## src/rtl/uart_rx.sv

```systemverilog
`timescale 1ns/1ps
// ---------------------------------------------------------------------------
// uart_rx -- 16x-oversampled 8N1 UART receiver.
//
// Consumes the baud generator's BCLK as an oversampling tick source. Each
// rising BCLK edge, seen in the CLK domain, is one tick. Frames are LSB
// first. A start bit must still be low at mid-bit, or it is dropped as a
// glitch. A low stop bit raises FRAME_ERR, and the receiver then waits for
// the line to return high before it can start another frame.
//
// Optional feature: define UART_RX_PARITY_EN to add one even-parity bit
// between the data and stop bits. Without the macro, PARITY_ERR is tied 0.
//
// Parameters:
//   DATA_BITS     data bits per frame (5..9)
//   OVERSAMPLING  BCLK ticks per bit, even and >= 4
//
// Ports:
//   CLK         receiver clock, all logic on its rising edge
//   RST         asynchronous active-high reset
//   BCLK        baud/oversampling clock, asynchronous to CLK
//   RXD         serial line, asynchronous, idles high
//   DATA_OUT    last good word, held until the next VALID
//   VALID       one-cycle pulse, DATA_OUT updated
//   FRAME_ERR   one-cycle pulse, stop bit sampled low
//   PARITY_ERR  one-cycle pulse, parity mismatch
//   BUSY        high whenever the receiver is not idle
// ---------------------------------------------------------------------------
module uart_rx #(
    parameter int DATA_BITS    = 8,
    parameter int OVERSAMPLING = 16
) (
    input  logic                 CLK,
    input  logic                 RST,
    input  logic                 BCLK,
    input  logic                 RXD,
    output logic [DATA_BITS-1:0] DATA_OUT,
    output logic                 VALID,
    output logic                 FRAME_ERR,
    output logic                 PARITY_ERR,
    output logic                 BUSY
);

    localparam int TW = $clog2(OVERSAMPLING) + 1;
    localparam int BW = $clog2(DATA_BITS) + 1;

    localparam logic [TW-1:0] TICK_HALF = TW'(OVERSAMPLING / 2 - 1);
    localparam logic [TW-1:0] TICK_FULL = TW'(OVERSAMPLING - 1);
    localparam logic [TW-1:0] TICK_ONE  = TW'(1);
    localparam logic [BW-1:0] BIT_LAST  = BW'(DATA_BITS - 1);
    localparam logic [BW-1:0] BIT_ONE   = BW'(1);

    typedef enum logic [2:0] {
        S_IDLE,
        S_START,
        S_DATA,
        S_PARITY,
        S_STOP,
        S_BREAK
    } state_t;

    state_t               state;
    logic [TW-1:0]        tick_cnt;
    logic [BW-1:0]        bit_cnt;
    logic [DATA_BITS-1:0] shreg;
    logic                 armed;

    logic rxd_meta, rxd_s;
    logic bclk_meta, bclk_s, bclk_prev;
    logic tick;

`ifdef UART_RX_PARITY_EN
    logic par_bad;
`endif

    // Two-flop synchronizers. RXD flops reset to the idle (high) level so
    // that reset release cannot look like a start bit.
    always_ff @(posedge CLK or posedge RST) begin
        if (RST) begin
            rxd_meta  <= 1'b1;
            rxd_s     <= 1'b1;
            bclk_meta <= 1'b0;
            bclk_s    <= 1'b0;
            bclk_prev <= 1'b0;
        end else begin
            rxd_meta  <= RXD;
            rxd_s     <= rxd_meta;
            bclk_meta <= BCLK;
            bclk_s    <= bclk_meta;
            bclk_prev <= bclk_s;
        end
    end

    assign tick = bclk_s & ~bclk_prev;

    // Receiver FSM. Pulse outputs default low every cycle. They are set on
    // the sampling tick, so each one is high for exactly the next cycle.
    always_ff @(posedge CLK or posedge RST) begin
        if (RST) begin
            state     <= S_IDLE;
            tick_cnt  <= '0;
            bit_cnt   <= '0;
            shreg     <= '0;
            armed     <= 1'b0;
            DATA_OUT  <= '0;
            VALID     <= 1'b0;
            FRAME_ERR <= 1'b0;
            BUSY      <= 1'b0;
`ifdef UART_RX_PARITY_EN
            par_bad    <= 1'b0;
            PARITY_ERR <= 1'b0;
`endif
        end else begin
            VALID     <= 1'b0;
            FRAME_ERR <= 1'b0;
`ifdef UART_RX_PARITY_EN
            PARITY_ERR <= 1'b0;
`endif
            if (tick) begin
                case (state)
                    // After reset, the line has to be seen high once before a
                    // low level counts as a start bit. This keeps a frame cut
                    // by reset from being picked up halfway through.
                    S_IDLE: begin
                        if (rxd_s) begin
                            armed <= 1'b1;
                        end else if (armed) begin
                            state    <= S_START;
                            tick_cnt <= '0;
                            BUSY     <= 1'b1;
                        end
                    end

                    S_START: begin
                        if (tick_cnt == TICK_HALF) begin
                            tick_cnt <= '0;
                            if (!rxd_s) begin
                                state   <= S_DATA;
                                bit_cnt <= '0;
                            end else begin
                                // Line is high again at mid-bit, so this was a glitch.
                                state <= S_IDLE;
                                BUSY  <= 1'b0;
                            end
                        end else begin
                            tick_cnt <= tick_cnt + TICK_ONE;
                        end
                    end

                    S_DATA: begin
                        if (tick_cnt == TICK_FULL) begin
                            tick_cnt <= '0;
                            shreg    <= {rxd_s, shreg[DATA_BITS-1:1]};
                            if (bit_cnt == BIT_LAST) begin
                                bit_cnt <= '0;
`ifdef UART_RX_PARITY_EN
                                state   <= S_PARITY;
`else
                                state   <= S_STOP;
`endif
                            end else begin
                                bit_cnt <= bit_cnt + BIT_ONE;
                            end
                        end else begin
                            tick_cnt <= tick_cnt + TICK_ONE;
                        end
                    end

`ifdef UART_RX_PARITY_EN
                    // Even parity: data bits XOR parity bit must be 0.
                    S_PARITY: begin
                        if (tick_cnt == TICK_FULL) begin
                            tick_cnt <= '0;
                            par_bad  <= (^shreg) ^ rxd_s;
                            state    <= S_STOP;
                        end else begin
                            tick_cnt <= tick_cnt + TICK_ONE;
                        end
                    end
`endif

                    S_STOP: begin
                        if (tick_cnt == TICK_FULL) begin
                            tick_cnt <= '0;
`ifdef UART_RX_PARITY_EN
                            PARITY_ERR <= par_bad;
`endif
                            if (rxd_s) begin
                                DATA_OUT <= shreg;
                                VALID    <= 1'b1;
                                state    <= S_IDLE;
                                BUSY     <= 1'b0;
                            end else begin
                                FRAME_ERR <= 1'b1;
                                state     <= S_BREAK;
                            end
                        end else begin
                            tick_cnt <= tick_cnt + TICK_ONE;
                        end
                    end

                    // Stay here while the line is held low, so that a break
                    // condition does not produce a string of frames.
                    S_BREAK: begin
                        if (rxd_s) begin
                            state <= S_IDLE;
                            BUSY  <= 1'b0;
                        end
                    end

                    default: begin
                        state    <= S_IDLE;
                        tick_cnt <= '0;
                        bit_cnt  <= '0;
                        BUSY     <= 1'b0;
                    end
                endcase
            end
        end
    end

`ifndef UART_RX_PARITY_EN
    assign PARITY_ERR = 1'b0;
`endif

endmodule

```

## config.mk

```make
export PLATFORM = sky130hd
export DESIGN_NAME = uart_rx
export DESIGN_NICKNAME = d
export VERILOG_FILES = /design/src/rtl/uart_rx.sv
export SDC_FILE = /design/constraint.sdc
export NUM_CORES = 1
export LEC_CHECK = 0
export CELL_PAD_IN_SITES_DETAIL_PLACEMENT = 0
export CELL_PAD_IN_SITES_GLOBAL_PLACEMENT = 1
export CORE_UTILIZATION = 41
export DETAILED_ROUTE_END_ITERATION = 8
export GPL_ROUTABILITY_DRIVEN = 0
export GPL_TIMING_DRIVEN = 0
export PLACE_DENSITY = 0.71
export RECOVER_POWER = 50
export REMOVE_ABC_BUFFERS = 1
export SLEW_MARGIN = 20
export SYNTH_ARGS = -nofsm -noshare
export SYNTH_HDL_FRONTEND = slang
export SYNTH_SLANG_ARGS = --single-unit
```

## constraint.sdc

```tcl
create_clock -name CLK -period 1.75 [get_ports CLK]
set_input_delay 0.525 -clock CLK [delete_from_list [all_inputs] [get_ports CLK]]
set_output_delay 0.525 -clock CLK [all_outputs]
set_load 0.05 [all_outputs]
```

Word level (Yosys, flattened, before mapping)
Index checks and enable logic that the tools add are counted. Widths: inputs -> output; s select.

Input bits: 4. Memories: 0. Bits in read-only memories: 0. Bits in writable memories: 0. Latch bits: 0. Logic and storage cells: 80. Register bits after elaboration: 37. Output and inout port bits: 12.

Bitwise gates (word level): 5. $lt $le $gt $ge: 0. Multiplexer cells: 34. $add $sub $neg: 2. Multipliers: 0. Shift operators: 0. Equality and inequality tests: 15. Reductions and logical operators: 10. Div/mod/pow operators: 0.

Operators by type and width (count): $mux 3 (8); $mux 5 (4); $pmux 5 s4 (1); $mux 4 (4); $ne 2x2->1 const B (8); $pmux 3 s5 (1); $mux 1 (13); $pmux 4 s3 (1); $reduce_and 4->1 (2); $reduce_and 8->1 (1); $eq 3x3->1 const B (2); $reduce_and 3->1 (2); $reduce_and 6->1 (1); $add 5x1->5 const B (1); $eq 5x3->1 const B (1); $eq 5x4->1 const B (1); $pmux 1 s5 (1); $reduce_and 5->1 (1); $add 4x1->4 const B (1); $eq 4x3->1 const B (1); $not 1->1 (4); $eq 3x1->1 const B (1); $eq 3x2->1 const B (1); $logic_not 3->1 (1); other kinds (4) (4).

Logic depth before layout (Yosys ltp)
Depth in word-level cells: 4. Depth in mapped cells: 6.

Worst setup path before layout
Ideal clock, no wire load.

Path type: reg2reg. Start point: reg tick_cnt[0]. End point: reg bit_cnt[1]. Data required time: 1.625 ns. Arrival time: 1.744 ns. Stages on the path, launching flop included: 6. Path buffers: 0. Slack: -0.118 ns. Cell sequence: dfrtp_1 > ha_1 > and4bb_2 > or3b_1 > a21oi_2 > mux2_2.

Cells in the longest elaborated chain, start to end: 3. Elaborated cells on any way between the ends: 5.

RTL lines: start, declared (RTL line 63) `logic [TW-1:0] tick_cnt;`; start signal, assigned (RTL line 146) `tick_cnt <= tick_cnt + TICK_ONE;`; start signal, assigned (RTL line 165) `tick_cnt <= tick_cnt + TICK_ONE;`; start signal, assigned (RTL line 198) `tick_cnt <= tick_cnt + TICK_ONE;`; $eq 5x4->1 / $eq 5x3->1 (equally long branches) (RTL line 151, 135); $ne 2x2->1 (no source line); $reduce_and 5->1 (no source line) *; end signal, assigned (RTL line 162) `bit_cnt <= bit_cnt + BIT_ONE;`; end, declared (RTL line 64) `logic [BW-1:0] bit_cnt;`.

Mark *: on every way between the ends. The rest lies on a longest branch, timed or not. A chain may end at the register's enable or synchronous reset.

Final worst setup path
Ends and elaborated chain as after synthesis.

==> flow_metrics.env <==
export IMPL_final_seq_area_um2=932
export IMPL_die_area_um2=4390
export IMPL_vias=1283
export IMPL_status="complete, but fails checks"
export IMPL_synth_seq_cells=37
export IMPL_fp_dieH_um=66.3
export IMPL_path_class="reg -> reg"
export IMPL_grt_pass1_vias=1264
export IMPL_avgSynthCellArea_um2=11.8
export IMPL_netlist_area_um2=1690
export IMPL_async_reset_ff_share_pct=100
export IMPL_layout_cells_non_filler=229
export IMPL_placed_cells_incl_taps=200
export IMPL_nets=185
export IMPL_area_growth_pct=34.9
export IMPL_grt_overflow=0
export IMPL_final_area_um2=2280
export IMPL_synth_edf_count=0
export IMPL_worst_slew_pin_slew_ns=0.777
export IMPL_via_per_inst=5.60
export IMPL_antenna_found_initial=0
export IMPL_fin_util_pct=57.5
export IMPL_endpoint_kind="flip-flop"
export IMPL_hpwlAfterDp_mm=2.12
export IMPL_cap_violations=0
export IMPL_dr_first_iter_drc_count=121
export IMPL_required_ns=1.92
export IMPL_grt_max_degree=38
export IMPL_ys_seq_area_share_pct=54.8
export IMPL_setup_violations=17
export IMPL_rsz0062_at_grt="true"
export IMPL_hold_buffers=0
export IMPL_clock_fmax_mhz=552
export IMPL_grt_pass1_wl_mm=5.89
export IMPL_clock_sinks=37
export IMPL_dpl_instance_area_um2=1860
export IMPL_diodes=0
export IMPL_cts_tree="yes"
export IMPL_ys_top_cells_by_area="dfrtp_1, mux2_2, dfstp_2, o21ai_0, ha_1"
export IMPL_timing_final_crit_share_pct=103
export IMPL_clock_path_buffers=2
export IMPL_hold_viol=0
export IMPL_core_region_area_um2=3970
export IMPL_cts_buffers_inserted=5
export IMPL_fin_crit_ns=1.81
export IMPL_initial_utilization_pct=42.7
export IMPL_fin_ws_ns=-0.0600
export IMPL_row_count=23
export IMPL_root_buffer="clkbuf_8"
export IMPL_drive_gt1_share_pct=36.9
export IMPL_cp_start_kind="flip-flop"
export IMPL_powerDensity_nw_per_um2=1000
export IMPL_fillers=333
export IMPL_io_pins=16
export IMPL_cp_max_fo=4
export IMPL_worstSkewPairLatency_ns=0.29
export IMPL_first_pass_iters=5
export IMPL_max_vdd_ir_drop_mv=0.488
export IMPL_die_w_um=66.3
export IMPL_io_buffers=14
export IMPL_ant_nets=0
export IMPL_multi_input_area_um2=852
export IMPL_synth_cells=143
export IMPL_finalPower_mw=2.29
export IMPL_crit_arrival_ns=1.98
export IMPL_final_max_slew_viol_count=0
export IMPL_hold_slack_ns=0.352
export IMPL_drc=0
export IMPL_final_setup_tns_ns=-0.430
export IMPL_synth_top_flop_cell="dfrtp_1"
export IMPL_track_usage_pct=18.5
export IMPL_yosysTopAreaCell="dfrtp_1"
export IMPL_slew_headroom_pct=48.1
export IMPL_clock_skew_final_ns=0.00497
export IMPL_ys_warnings_count=0
export IMPL_path_clk_slew_ns=0.08
export IMPL_synth_cell_types=47
export IMPL_wl_per_cell_um=16.9
export IMPL_cts_htree_levels=2
export IMPL_drt_total_wl_mm=3.87
export IMPL_leakagePower_nw=1.05
export IMPL_hold_class="reg -> reg"
export IMPL_violations="setup timing"
export IMPL_placement_setup_worst_slack_ns=-0.389
export IMPL_synth_top_cell_area_share_pct=51.7
## final cells by class
| class | instances | area share (%) |
|---|---|---|
| clock buffers | 6 | 3.61 |
| clock inverters | 2 | 1.64 |
| inverters | 5 | 0.821 |
| multi-input cells | 95 | 37.3 |
| flip-flops and latches | 37 | 40.8 |
| well taps | 50 | 2.74 |
| repair buffers | 34 | 13.1 |
## kinds of logic after synthesis
| logic type | Yosys count | share of synthesized area [%] |
|---|---|---|
| other | 1 | 0.221 |
| buffers and inverters | 12 | 3.18 |
| AO/OA/AOI/OAI | 32 | 13.2 |
| adder cells (fa/ha/maj) | 3 | 2.22 |
| AND/OR/NAND/NOR | 38 | 13.5 |
| XOR/XNOR | 3 | 1.55 |
| multiplexers | 17 | 11.3 |
| flip-flops | 37 | 54.8 |
## state kept, by name (all words and copies together), names as in the netlist
| name | flops |
|---|---|
| BUSY | 1 |
| DATA_OUT | 8 |
| FRAME_ERR | 1 |
| VALID | 1 |
| armed | 1 |
| bclk_meta | 1 |
| bclk_prev | 1 |
| bclk_s | 1 |
| bit_cnt | 4 |
| rxd_meta | 1 |
| rxd_s | 1 |
| shreg | 8 |
| state | 3 |
| tick_cnt | 5 |
## worst max-delay path, cell delays in order, from the launching register on
cell	delay [ns]
dfrtp_1	0.41
ha_4	0.16
and4bb_2	0.25
or3b_4	0.40
a21oi_4	0.16
mux2_4	0.31
## per-layer routing
metal / up-vias / wire (um) / GRT usage [%]
met3: 14 / 156 / 4.14
met4: 0 / 99 / 13.0
li1: 589 / - / -
met2: 41 / 1850 / 28.4
met5: - / 0 / 0
met1: 639 / 1760 / 22.8
## Yosys cell counts, types with 2 or more instances
master / n
dfrtp_1: 35
mux2_2: 17
o21ai_0: 8
nand2_1: 7
nor2_1: 7
inv_1: 5
a21oi_1: 4
buf_2: 4
and3_1: 3
ha_1: 3
nand3_1: 3
xnor2_1: 3
a221oi_1: 2
a32o_1: 2
dfstp_2: 2
nand2b_1: 2
nor2b_1: 2
nor4_1: 2
o211ai_1: 2
o21a_1: 2
or3b_1: 2
## what timing repair did
item	4_1_cts	5_1_grt
pin swaps	5	6
cloned	0	1
gates resized for setup	26	25
endpoints found under the setup margin	36	28
setup buffers	15	5
## worst paths after layout
check	start	to	slack [ns]	cells after the start
max	tick_cnt[0]	bit_cnt[1]	-0.06	5
min reg2reg	bclk_meta	bclk_s	0.35	0
max in group asynchronous	RST	state[1]	0.37	2
max reg2reg	tick_cnt[0]	bit_cnt[1]	-0.06	5
min	bclk_meta	bclk_s	0.35	0
min in group asynchronous	RST	bclk_prev	0.83	2
## power by group
group          leakage, nW  switching (mW)  internal, mW
Sequential           0.484          0.0942         0.927
Clock               0.0574           0.306         0.463
Combinational        0.513           0.226         0.272
## cells in the final DEF, fill, tap and decap left out, drive strengths merged, types with 5 or more instances in the layout
| master | instances |
|---|---|
| dlygate4sd2 | 9 |
| mux2 | 17 |
| nor2 | 7 |
| a21oi | 5 |
| inv | 5 |
| o21ai | 9 |
| dfrtp | 35 |
| nand2 | 7 |
| clkbuf | 6 |
| buf | 20 |
Note: power is estimated with default switching activity, not from simulation.
